--- src/rtl/mem_pkg.sv ---
// Shared store-path definitions: size codes, FSM states, alignment rule.
package mem_pkg;

  localparam logic [1:0] SZ_BYTE = 2'b00;
  localparam logic [1:0] SZ_HALF = 2'b01;
  localparam logic [1:0] SZ_WORD = 2'b10;

  typedef enum logic [2:0] {
    ST_IDLE  = 3'd0,
    ST_READ  = 3'd1,
    ST_MERGE = 3'd2,
    ST_WRITE = 3'd3,
    ST_ERR   = 3'd4
  } state_t;

  function automatic logic is_misaligned(
    input logic [1:0] size,
    input logic [1:0] lane
  );
    logic bad;
    bad = 1'b0;
    unique case (size)
      SZ_BYTE: bad = 1'b0;
      SZ_HALF: bad = lane[0];
      SZ_WORD: bad = |lane;
      default: bad = 1'b1;
    endcase
    return bad;
  endfunction

endpackage

--- src/rtl/store_lane_merge.sv ---
// Overlays byte/halfword/word store data onto an existing memory word.
// Little-endian lanes; upper store bits beyond the access width are dropped.
module store_lane_merge
  import mem_pkg::*;
(
  input  logic [31:0] old_word,
  input  logic [31:0] wdata,
  input  logic [1:0]  size,
  input  logic [1:0]  lane,
  output logic [31:0] merged_word
);

  always_comb begin
    merged_word = old_word;
    unique case (size)
      SZ_BYTE: merged_word[{lane, 3'b000} +: 8] = wdata[7:0];
      SZ_HALF: merged_word[{lane[1], 4'b0000} +: 16] = wdata[15:0];
      SZ_WORD: merged_word = wdata;
      default: merged_word = old_word;
    endcase
  end

endmodule

--- src/rtl/store_rmw_unit.sv ---
// Store unit for a word-only data RAM; sub-word stores use read-modify-write.
// busy feeds the hazard unit to hold the pipeline while a store is in flight.
module store_rmw_unit
  import mem_pkg::*;
#(
  parameter int DATA_WIDTH = 32,
  parameter int ADDR_WIDTH = 32
) (
  input  logic                  clk,
  input  logic                  rst,
  input  logic                  req_valid,
  output logic                  req_ready,
  input  logic [ADDR_WIDTH-1:0] req_addr,
  input  logic [DATA_WIDTH-1:0] req_wdata,
  input  logic [1:0]            req_size,
  output logic [ADDR_WIDTH-1:0] mem_addr,
  output logic                  mem_re,
  input  logic [DATA_WIDTH-1:0] mem_rdata,
  output logic                  mem_we,
  output logic [DATA_WIDTH-1:0] mem_wdata,
  output logic                  busy,
  output logic                  done,
  output logic                  misalign_err
);

  state_t                state;
  logic [DATA_WIDTH-1:0] wdata_q;
  logic [DATA_WIDTH-1:0] merge_q;
  logic [1:0]            size_q;
  logic [1:0]            lane_q;
  logic [DATA_WIDTH-1:0] merged;

  store_lane_merge u_merge (
    .old_word    (mem_rdata),
    .wdata       (wdata_q),
    .size        (size_q),
    .lane        (lane_q),
    .merged_word (merged)
  );

  always_ff @(posedge clk or posedge rst) begin
    if (rst) begin
      state    <= ST_IDLE;
      wdata_q  <= '0;
      merge_q  <= '0;
      size_q   <= SZ_BYTE;
      lane_q   <= 2'b00;
      mem_addr <= '0;
    end else begin
      unique case (state)
        ST_IDLE: begin
          if (req_valid) begin
            wdata_q <= req_wdata;
            size_q  <= req_size;
            lane_q  <= req_addr[1:0];
            if (is_misaligned(req_size, req_addr[1:0])) begin
              state <= ST_ERR;
            end else begin
              mem_addr <= {req_addr[ADDR_WIDTH-1:2], 2'b00};
              // word stores write straight through; sub-word ones get overwritten in MERGE
              merge_q  <= req_wdata;
              state    <= (req_size == SZ_WORD) ? ST_WRITE : ST_READ;
            end
          end
        end
        ST_READ:  state <= ST_MERGE;
        ST_MERGE: begin
          merge_q <= merged;
          state   <= ST_WRITE;
        end
        ST_WRITE: state <= ST_IDLE;
        ST_ERR:   state <= ST_IDLE;
        default:  state <= ST_IDLE;
      endcase
    end
  end

  assign req_ready    = (state == ST_IDLE);
  assign busy         = (state != ST_IDLE);
  assign mem_re       = (state == ST_READ);
  assign mem_we       = (state == ST_WRITE);
  assign done         = (state == ST_WRITE);
  assign misalign_err = (state == ST_ERR);
  assign mem_wdata    = merge_q;

endmodule

--- config.mk ---
export PLATFORM = sky130hd
export DESIGN_NAME = store_rmw_unit
export DESIGN_NICKNAME = d
export VERILOG_FILES = /design/src/rtl/mem_pkg.sv /design/src/rtl/store_lane_merge.sv /design/src/rtl/store_rmw_unit.sv
export SDC_FILE = /design/constraint.sdc
export NUM_CORES = 1
export LEC_CHECK = 0
export CAP_MARGIN = 10
export CORE_MARGIN = 3
export CORE_UTILIZATION = 42
export DETAILED_ROUTE_END_ITERATION = 12
export PLACE_DENSITY_LB_ADDON = 0.1
export SETUP_SLACK_MARGIN = 0.05
export SLEW_MARGIN = 20
export SYNTH_ARGS = -nofsm -noshare
export SYNTH_HDL_FRONTEND = slang
export SYNTH_SLANG_ARGS = --single-unit
--- constraint.sdc ---
create_clock -name clk -period 4 [get_ports clk]
set_input_delay 0.8 -clock clk [delete_from_list [all_inputs] [get_ports clk]]
set_output_delay 0.8 -clock clk [all_outputs]
set_load 0.01 [all_outputs]
* After elaboration in Yosys (flattened, before gate mapping)
Cells that the tools add are included.
** Operators by class
- $add $sub $neg :: 2
- Eq/ne operators :: 10
- Shift-type cells :: 4
- Muxes and demuxes :: 13
- Bitwise operators :: 1
- Reduce and logical (&&, ||, !) cells :: 9
** Operator list (count)
- 32-bit case mux with 3 select lines :: 1
- 32-bit bitwise mux :: 2
- 32-bit two-way mux :: 2
- 32-bit case mux with 2 select lines :: 1
- 16-bit by 7-bit variable shift with 32-bit output, first input constant :: 1
- 8-bit by 7-bit variable shift with 32-bit output, first input constant :: 1
- 16-bit by 7-bit indexed part select with 32-bit output :: 1
- 8-bit by 7-bit indexed part select with 32-bit output :: 1
- 5-bit negator with 7-bit output :: 2
- 3-bit case mux with 3 select lines :: 1
- 3-bit by 2-bit equality test with 1-bit output, second input constant :: 2
- 3-bit two-way mux :: 2
- 3-bit AND reduction :: 2
- 2-bit by 1-bit equality test with 1-bit output, second input constant :: 2
- 2-bit equality test, second input constant :: 2
- 2-bit logical NOT :: 2
- 2-bit != test, second input constant :: 2
- 3-bit by 1-bit equality test with 1-bit output, second input constant :: 1
- 3-bit equality test, second input constant :: 1
- 3-bit logical NOT :: 1
- 1-bit case mux with 3 select lines :: 1
- 3-bit nonzero test :: 1
- 1-bit two-way mux :: 2
- 2-bit two-way mux :: 1
- other kinds (4) :: 4
** Storage, ports and cells
- Flip-flop bits (word level) :: 101
- Word-level logic and storage cells :: 45

* Longest topological paths before layout
- Word-level depth :: 7
- Depth in mapped cells :: 9
- Mapped depth without buffers :: 6

* By module
A second synthesis with hierarchy kept.
** Unflattened totals
- Cell total of the unflattened synthesis :: 563
- Area total of the unflattened synthesis :: 5471.5 µm²
** Modules (own cells, without submodules)
- store_rmw_unit :: times used 1, cells each 381, area each 4196.5 µm²
- store_lane_merge :: times used 1, cells each 182, area each 1275.0 µm²

* Worst setup path after synthesis
Ideal clock, no wire load.
- Kind :: reg-to-reg
- Start point :: reg lane_q[1]
- End point :: reg merge_q[16], in the netlist mem_wdata[16]
- Setup time :: 0.079 ns
- Data arrival time :: 2.204 ns
- Data required time :: 3.921 ns
- Slack :: 1.717 ns
- Cell stages (with the launch flop) :: 9
- Buffers on the path :: 2
- Period minus slack after synthesis :: 2.283 ns
- Cell sequence :: dfrtp_1 -> buf_2 -> buf_2 -> inv_1 -> ha_1 -> nand4bb_4 -> or4b_1 -> a32o_1 -> mux2i_1
** On the way
- Cells in the longest elaborated chain, start to end :: 5
- Elaborated cells between the ends (all ways) :: 10
- Those cells by class :: add/sub (2); shift (4); mux (4)
** Ends and longest elaborated chain
- start: declaration :: RTL line store_rmw_unit.sv:30 : logic [1:0] lane_q;
- start signal: assignment :: RTL line store_rmw_unit.sv:55 : lane_q <= req_addr[1:0];
- 5-bit negator with 7-bit output, on equally long branches :: RTL line store_lane_merge.sv:17, store_lane_merge.sv:16
- 16-bit by 7-bit indexed part select with 32-bit output (tied with other cells) :: RTL line store_lane_merge.sv:17 : SZ_HALF: merged_word[{lane[1], 4'b0000} +: 16] = wdata[15:0];
- 32-bit bitwise mux, on equally long branches :: RTL line store_lane_merge.sv:17, store_lane_merge.sv:16
- 32-bit case mux with 3 select lines (*) :: RTL line store_lane_merge.sv:15 : unique case (size)
- 32-bit case mux with 2 select lines (*) :: RTL line store_rmw_unit.sv:50 : unique case (state)
- end signal: assignment :: RTL line store_rmw_unit.sv:61 : merge_q <= req_wdata;
- end signal: assignment :: RTL line store_rmw_unit.sv:68 : merge_q <= merged;
- end: declaration :: RTL line store_rmw_unit.sv:28 : logic [DATA_WIDTH-1:0] merge_q;
Mark *: on every way between the ends. The rest lies on a longest branch, timed or not.
A chain may end at the register's enable or synchronous reset.

* Final worst setup path
- Start point :: reg state[0]
- End point :: out req_ready
** On the way
- Cells in the longest elaborated chain, start to end :: 1
** Ends and longest elaborated chain
- start: declaration :: RTL line store_rmw_unit.sv:26 : state_t state;
- start signal: assignment :: RTL line store_rmw_unit.sv:62 : state <= (req_size == SZ_WORD) ? ST_WRITE : ST_READ;
- 3-bit logical NOT :: RTL line store_rmw_unit.sv:78 : assign req_ready = (state == ST_IDLE);
- end: declaration :: RTL line store_rmw_unit.sv:12 : output logic req_ready,
Every way passes these cells.

==> reports/metrics.yaml <==
run_status:
  status: "complete, no violations"
setup_path:
  cp-startpoint: "state[0]"
  start_kind: "register"
  rr_startpoint: "size_q[1]"
  reg2reg_slack_ps: 1440
  cp.required_ps: 3200
  crit_fanout: 9
  rr_worst_depth: 5
  worstSetupEndpointType: "output port"
  path_class: "reg2out"
  reg2reg_to: "mem_wdata[15]"
  worstPathArrival_ps: 1920
  crit_path_end: "req_ready"
floorplanning:
  rows: 41
  die_w_um: 120
  coreArea_mm2: 0.0127
  die_h_um: 120
  initial_core_util_pct: 43.2
  dieArea_mm2: 0.0144
  pin_count: 171
synth:
  syn_area_mm2: 0.00548
  ys_dominant_reg_cell: "dfrtp_1"
  async_flop_share_pct: 100
  synth_cell_types: 58
  synth_edf_count: 0
  synth_cells: 513
  syn_avg_cell_area_um2: 10.7
  yosysWarnings: 0
  ys_seq_elements: 101
  seq_area_frac_synth_pct: 46.1
place:
  place_congestion: 0.866
  port_buffers: 168
  hpwl_um: 11600
timing:
  slew_viol_final: 0
  hold_viol: 0
  period_share_pct: 68.0
  tightest_slew_ps: 1050
  relSlewSlack_pct: 30.3
  holdWs_ps: 474
  max_freq_ghz: 0.368
  fin_skew_ps: 7.79
  setup-tns-final_ps: 0
  rsz0062_at_grt: "false"
  finalCriticalPeriod_ps: 2720
  setup_viol: 0
finish:
  mostFrequentLayoutCells: "clkdlybuf4s50_1 (168), dfrtp_1 (101), nand2_1 (85)"
  nets: 767
  drive_above_1_share_pct: 13.8
  final_common_cell: "clkdlybuf4s50_1"
  diodes: 0
  syn_to_final_growth_pct: 37.3
global_route:
  grt_pass1_wl_um: 26000
  antenna_found_initial: 0
  grt_usage_pct: 22.7
  grt_max_degree: 56
  grt_pass1_vias: 4862
  grt_overflow: 0
route:
  first_pass_iters: 6
  vias: 4749
  routed_wl_um: 16300
  wl_met3_um: 1260
  detail-route-antenna-nets: 0
  first_iter_violations: 341
  wl_met2_um: 7820
  top_layer_used: "met4"
  drc_errors: 0
  wire_per_inst_um: 19.4
  drt-met1-wl_um: 7010
  via_per_inst: 5.67
worst_hold_path:
  holdPathStages: 2
  hold_start: "wdata_q[23]"
  hold_class: "reg2reg"
clock_network:
  cts_buffers: 9
  post_cts_buffers: 0
  hold_buffers: 0
  clockBufferDepth: 2
  clockRootBuffer: "clkbuf_16"
  clkLatencyLatePin_ps: 350
  numClockSinks: 101
  cts_tree: "yes"
  cts_resized: 0
  htree_levels: 3
  path_clk_slew_ps: 70
pwr:
  power.leakage_nw: 3.19
  peakVddDrop_mv: 0.370
  power_density_mw_per_mm2: 797
flow_run:
  drv_cap: 0
## registers in the layout (all words and copies together), names as in the netlist
name       count
lane_q         2
mem_addr      30
mem_wdata     32
size_q         2
state          3
wdata_q       32
## cells by family after synthesis
family | synth area share (%)
multiplexers | 13.5
flip-flops | 46.1
other | 0.0685
adder cells (fa/ha/maj) | 1.14
AO/OA/AOI/OAI | 20.5
AND/OR/NAND/NOR | 12.0
buffers and inverters | 6.56
## layer usage
| metal | vias to the layer above | track usage, % |
|---|---|---|
| li1 | 2212 | - |
| met1 | 2322 | 30.9 |
| met2 | 200 | 36.9 |
| met3 | 15 | 5.52 |
| met4 | 0 | 4.94 |
| met5 | - | 0 |
## worst min path at each step
stage | slack, ps | to
final | 470 | wdata_q[23]
after global routing | 510 | wdata_q[25]
after CTS | 480 | wdata_q[23]
after detailed placement | 460 | wdata_q[23]
after global placement | 460 | wdata_q[25]
after floorplan | 440 | wdata_q[23]
## cell type report
type	count	area, µm²
Fill cell	1117	5150
Multi-Input combinational cell	345	2610
Sequential cell	101	2530
Timing Repair Buffer	178	1770
Clock buffer	10	229
Tap cell	172	215
Inverter	26	100
Clock inverter	6	72.6
## worst max-delay path: stages, from the launching register on
cell and delay [ps]:
dfrtp_1 520, or3_1 440, inv_1 80, clkdlybuf4s50_1 530
## power by group
group	switching, W	internal, W	total [W]
logic	0.00147	0.00163	0.00310
registers	0.000467	0.00153	0.00200
clock network	0.000403	0.000491	0.000894
total	0.00234	0.00366	0.00599
## stage by stage
| stage | setup WS (ps) | cells | total power (W) | util (%) | area (µm²) |
|---|---|---|---|---|---|
| finish | 1280 | 838 | 0.00599 | 59.4 | 7520 |
| global route | 1190 | 838 | 0.00639 | 59.4 | 7520 |
| CTS | 1300 | 838 | 0.00602 | 59.3 | 7520 |
| detailed placement | 1130 | 822 | 0.00510 | 56.9 | 7210 |
| global placement | 1180 | 822 | 0.00501 | 56.9 | 7210 |
| floorplan | 553 | 514 | 0.00386 | - | 5480 |
## synthesized netlist by cell type, drive strengths merged (6+ instances only)
library cell	instances	area, µm²
o21a	6	45.0
o22ai	7	43.8
nand3	6	30.0
buf	29	183
mux2	40	462
inv	26	97.6
a32o	6	60.1
dfrtp	101	2530
nor2	8	30.0
o221a	15	169
a221o	16	160
o21ai	37	189
nand2	85	319
o311a	7	70.1
clkbuf	13	78.8
o221ai	8	70.1
a221oi	18	158
mux2i	28	280
No activity file was read; power rests on OpenSTA's default activity.
